$ cat src/rtl/regs.sv
// Integer register file x0..x31 with two combinational read ports,
// same-cycle write-to-read bypass, a registered debug read port and a
// counter of committed writes. x0 has no storage and always reads zero.
module regs #(
   parameter int DATA_W    = 32,
   parameter int ADDR_W    = 5,
   parameter bit BYPASS_EN = 1'b1
) (
   input  logic              clk,
   input  logic              rst,
   input  logic [ADDR_W-1:0] reg1_raddr_i,
   input  logic [ADDR_W-1:0] reg2_raddr_i,
   output logic [DATA_W-1:0] reg1_rdata_o,
   output logic [DATA_W-1:0] reg2_rdata_o,
   input  logic [ADDR_W-1:0] reg_waddr_i,
   input  logic [DATA_W-1:0] reg_wdata_i,
   input  logic              reg_wen_i,
   input  logic [ADDR_W-1:0] dbg_raddr_i,
   output logic [DATA_W-1:0] dbg_rdata_o,
   output logic [31:0]       wr_cnt_o
);

   localparam int NumRegs = 1 << ADDR_W;

   // Storage starts at index 1: x0 is a constant, not a flop.
   logic [DATA_W-1:0] mem_q [1:NumRegs-1];
   logic [DATA_W-1:0] dbgRdata_q, dbgRdata_d;
   logic [31:0]       wrCnt_q, wrCnt_d;
   logic              wrCommit;
   logic [DATA_W-1:0] rdata1, rdata2;

   // Shared read rule for every port: x0 first, then the in-flight write
   // (when forwarding is enabled), otherwise the stored value.
   function automatic logic [DATA_W-1:0] readPort(input logic [ADDR_W-1:0] raddr);
      logic [DATA_W-1:0] value;
      value = '0;
      if (raddr == '0) begin
         value = '0;
      end else if (BYPASS_EN && reg_wen_i && (reg_waddr_i == raddr)) begin
         value = reg_wdata_i;
      end else begin
         value = mem_q[raddr];
      end
      return value;
   endfunction

   // A write only commits when enabled and aimed at a real register.
   always_comb begin
      wrCommit = reg_wen_i && (reg_waddr_i != '0);
   end

   // Combinational read ports and next-state for debug data and counter.
   always_comb begin
      rdata1     = readPort(reg1_raddr_i);
      rdata2     = readPort(reg2_raddr_i);
      dbgRdata_d = readPort(dbg_raddr_i);
      wrCnt_d    = wrCommit ? (wrCnt_q + 32'd1) : wrCnt_q;
   end

   // Register storage; reset wipes every register, including one being written.
   always_ff @(posedge clk or posedge rst) begin
      if (rst) begin
         for (int i = 1; i < NumRegs; i++) begin
            mem_q[i] <= '0;
         end
      end else if (wrCommit) begin
         mem_q[reg_waddr_i] <= reg_wdata_i;
      end
   end

   // Debug read data and committed-write counter; the counter wraps silently.
   always_ff @(posedge clk or posedge rst) begin
      if (rst) begin
         dbgRdata_q <= '0;
         wrCnt_q    <= '0;
      end else begin
         dbgRdata_q <= dbgRdata_d;
         wrCnt_q    <= wrCnt_d;
      end
   end

   assign reg1_rdata_o = rdata1;
   assign reg2_rdata_o = rdata2;
   assign dbg_rdata_o  = dbgRdata_q;
   assign wr_cnt_o     = wrCnt_q;

endmodule

$ cat config.mk
export PLATFORM = sky130hd
export DESIGN_NAME = regs
export DESIGN_NICKNAME = d
export VERILOG_FILES = /design/src/rtl/regs.sv
export SDC_FILE = /design/constraint.sdc
export NUM_CORES = 2
export LEC_CHECK = 0
export ABC_AREA = 0
export ABC_CLOCK_PERIOD_IN_PS = 39100
export CAP_MARGIN = 20
export CORE_MARGIN = 1.5
export CORE_UTILIZATION = 35
export DETAILED_ROUTE_END_ITERATION = 6
export PLACE_DENSITY = 0.64
export REMOVE_ABC_BUFFERS = 1
export SLEW_MARGIN = 20
export SYNTH_ARGS = -nofsm -noshare
export SYNTH_HDL_FRONTEND = slang
export SYNTH_SLANG_ARGS = --single-unit
$ cat constraint.sdc
create_clock -name clk -period 39.1 [get_ports clk]
set_clock_uncertainty 0.05 [all_clocks]
set_input_delay 7.82 -clock clk [delete_from_list [all_inputs] [get_ports clk]]
set_output_delay 7.82 -clock clk [all_outputs]
set_load 0.01 [all_outputs]
==> flow_metrics.py <==
metrics = {
    "run_status": {
        "status": "finished, violations left",
        "violations": "DRC",
    },
    "logic_synthesis": {
        "yosys.area.top_type": "dfrtp_1",
        "synthesis.instances": 5205,
        "synth_seq_area_share": 0.3997,
        "synth_flop_cell": "dfrtp_1",
        "synth_top_area_frac": 0.3997,
        "synth_area_um2": 66110,
        "async_flop_share": 1.000,
        "synth_edf_count": 0,
        "yosys_warnings": 0,
        "ys_ff_latch": 1056,
        "avgSynthCellArea_um2": 12.70,
        "synthTopCellsByArea": "dfrtp_1 (40%), mux2_2 (19%), mux2i_1 (13%)",
        "yosysMostFrequentCell": "mux2_2",
        "yosys-top-cells-count": "mux2_2 (1088), dfrtp_1 (1056), mux2i_1 (855)",
        "ys_types": 46,
    },
    "setup_path": {
        "crit_family": "buffers and inverters",
        "cp_common_cell": "buf_4",
        "reg2reg_from": "mem_q[284]$_DFFE_PP0P_",
        "r2r_end": "dbg_rdata_o[28]$_DFF_PP0_",
        "crit_chain": "buf_8 > buf_4 > buf_4 > buf_4 > nor3_1 > nand2_2 > buf_4 > o221a_2 > clkdlybuf4s50_1",
        "cpPeakStageDelay_ns": 0.89,
        "crit_fanout": 57,
        "start_kind": "primary input",
        "cp.required_ns": 31.23,
        "slowest_stage": "buf_4",
        "endpoint_kind": "output port",
        "path_class": "primary input to output port",
        "critPathLaunch": "reg1_raddr_i[1]",
        "reg2reg_depth": 5,
        "timing.reg2reg.setup_slack_ns": 36.95,
        "path_buf_inv": 6,
        "arrival_ns": 13.30,
    },
    "finish": {
        "layout-drive-gt1-share": 0.3651,
        "fin_nets": 5121,
        "final_cells": 7655,
        "layout-area-overhead-vs-synth_pct": 11.28,
    },
    "sta": {
        "hold_viol": 0,
        "rsz0062_at_grt": "no",
        "fin_crit_sh": 0.5415,
        "tns_ns": 0,
        "slew_headroom": 0.1460,
        "worst_slew_pin_slew_ns": 1.278,
        "finalCriticalPeriod_ns": 21.17,
        "setup_viol": 0,
        "fmax_ghz": 0.04723,
        "slew_violations": 0,
    },
    "placement": {
        "dp.cells": 7445,
        "hpwl_um": 134700,
        "io_buffers": 182,
        "gp_congestion": 0.8346,
    },
    "detailed_routing": {
        "wl_met1_um": 94480,
        "vias_per_cell": 6.359,
        "wirelength_um": 240100,
        "vias": 48680,
        "drc": 20,
        "top_layer_used": "met5",
        "wl_met2_um": 110200,
        "drt_iter0_drc": 4895,
        "wire_per_inst_um": 31.37,
        "dr.pass1.iters": 7,
        "wl_met3_um": 20270,
        "ant_nets": 0,
    },
    "floorplanning": {
        "die_x_um": 437.6,
        "die_h_um": 437.6,
        "io_pins": 183,
        "die_area_um2": 191500,
        "initial_core_util": 0.3520,
        "rows": 159,
        "core-area_um2": 187800,
    },
    "clock_network": {
        "post-cts-setup-buffers": 0,
        "clock_latency_ns": 0.75,
        "cts_tree": "done",
        "htree_levels": 3,
        "clock-sinks": 1056,
        "cts_resized": 0,
        "cts-buffers-inserted": 112,
        "clock-root-buffer": "clkbuf_16",
        "ctsHoldBuffers": 0,
        "clk_path_buf_depth": 3,
        "clkTransAtPathRegs_ns": 0.06,
    },
    "run": {
        "max_cap_viol_count": 0,
    },
    "hold_path": {
        "min_from": "wr_cnt_o[31]$_DFFE_PP0P_",
        "hold_class": "register to register",
        "hold_depth": 1,
        "whs_endpoint": "wr_cnt_o[31]$_DFFE_PP0P_",
    },
    "global_route": {
        "grt_max_degree": 173,
        "grt_remaining_overflow": 0,
        "track_usage": 0.2446,
        "antenna_found_initial": 8,
        "grt_pass1_wl_um": 346900,
        "grt_pass1_vias": 48960,
    },
    "power_and_ir_drop": {
        "ir_drop_mv": 0.03726,
        "powerDensity_nw_per_um2": 48.03,
        "p_leak_nw": 32.12,
        "finalPower_mw": 3.533,
    },
}
==> where the power goes <==
group	switching, mW	internal, mW	leakage [nW]	total (mW)
Sequential	0.199	1.30	13.5	1.50
Combinational	0.397	0.487	16.7	0.884
Clock	0.475	0.674	1.92	1.15
Total	1.07	2.46	32.1	3.53
==> area by class of cell <==
cell class	instances	area (µm²)
Fill cell	17700	114200
Multi-Input combinational cell	3571	37140
Sequential cell	1056	26430
Clock buffer	167	3342
Tap cell	2495	3122
Timing Repair Buffer	323	2957
Clock inverter	40	560.5
Inverter	1	11.26
Antenna cell	2	5.005
==> metal layers <==
metal	vias up	global-route usage
met4	10	0.1413
met3	710	0.04486
met2	2593	0.3837
met1	25390	0.3161
li1	19980	-
met5	-	0
==> registers in the layout, summed over array words and instances, names as in the netlist <==
signal and flops:
dbg_rdata_o 32, mem_q 992, wr_cnt_o 32
==> through the flow <==
stage / instance area (µm²) / util / worst slack [ns] / hold slack (ns)
6_report: 73560 / 0.3917 / 17.93 / 0.4246
5_1_grt: 73560 / 0.3917 / 17.83 / 0.4571
4_1_cts: 73560 / 0.3917 / 18.06 / 0.4328
3_5_place_dp: 69660 / 0.3709 / 18.05 / 0.4205
3_3_place_gp: 69670 / 0.3710 / 18.06 / 0.4142
2_1_floorplan: 63300 / - / 1.506 / 0.4454
==> placed cells by master, fill, tap and decap left out, types with 4 or more instances in the layout <==
master	count
nor3_1	4
a221o_1	93
xor2_1	16
nand4_1	10
buf_2	10
o221ai_1	93
clkbuf_1	24
and4_1	4
nor2b_4	9
buf_4	136
mux2i_1	855
buf_12	8
and3_1	10
clkinvlp_4	5
clkbuf_8	29
mux4_2	294
xnor2_1	30
nor2_1	5
clkdlybuf4s50_1	160
nand3_1	22
a211oi_1	93
a21oi_1	96
o221a_2	96
clkbuf_16	114
dfrtp_1	1056
nand3b_1	7
a22oi_1	372
buf_8	6
nand2_1	203
mux2_2	1088
nand2b_1	93
bufinv_16	13
clkinv_2	18
nor2_4	15
and2_1	5
nand2_2	20
==> how the worst max path moves through the flow <==
stage,end,slack (ns),cells past startpoint
3_3_place_gp,reg1_rdata_o[24],18.06,9
4_1_cts,reg1_rdata_o[24],18.06,9
3_5_place_dp,reg1_rdata_o[24],18.05,9
2_1_floorplan,dbg_rdata_o[0]$_DFF_PP0_,1.51,1
6_report,reg1_rdata_o[24],17.93,9
5_1_grt,reg1_rdata_o[24],17.83,9
==> logic make-up after synthesis <==
logic type               after synthesis  synth area share
AO/OA/AOI/OAI                        854            0.1041
XOR/XNOR                              46          0.006094
multiplexers                        2238            0.4151
flip-flops                          1056            0.3997
adder cells (fa/ha/maj)                1         0.0001892
buffers and inverters                578           0.04251
AND/OR/NAND/NOR                      432           0.03225
==> worst reg2reg max path: cells and delay by family (launching register included) <==
kind | cells | cell delay, ns
simple gates | 1 | 0.08
flops | 1 | 0.41
compound gates | 3 | 1.42
mux | 1 | 0.10
Power figures use the tool's default switching activity.
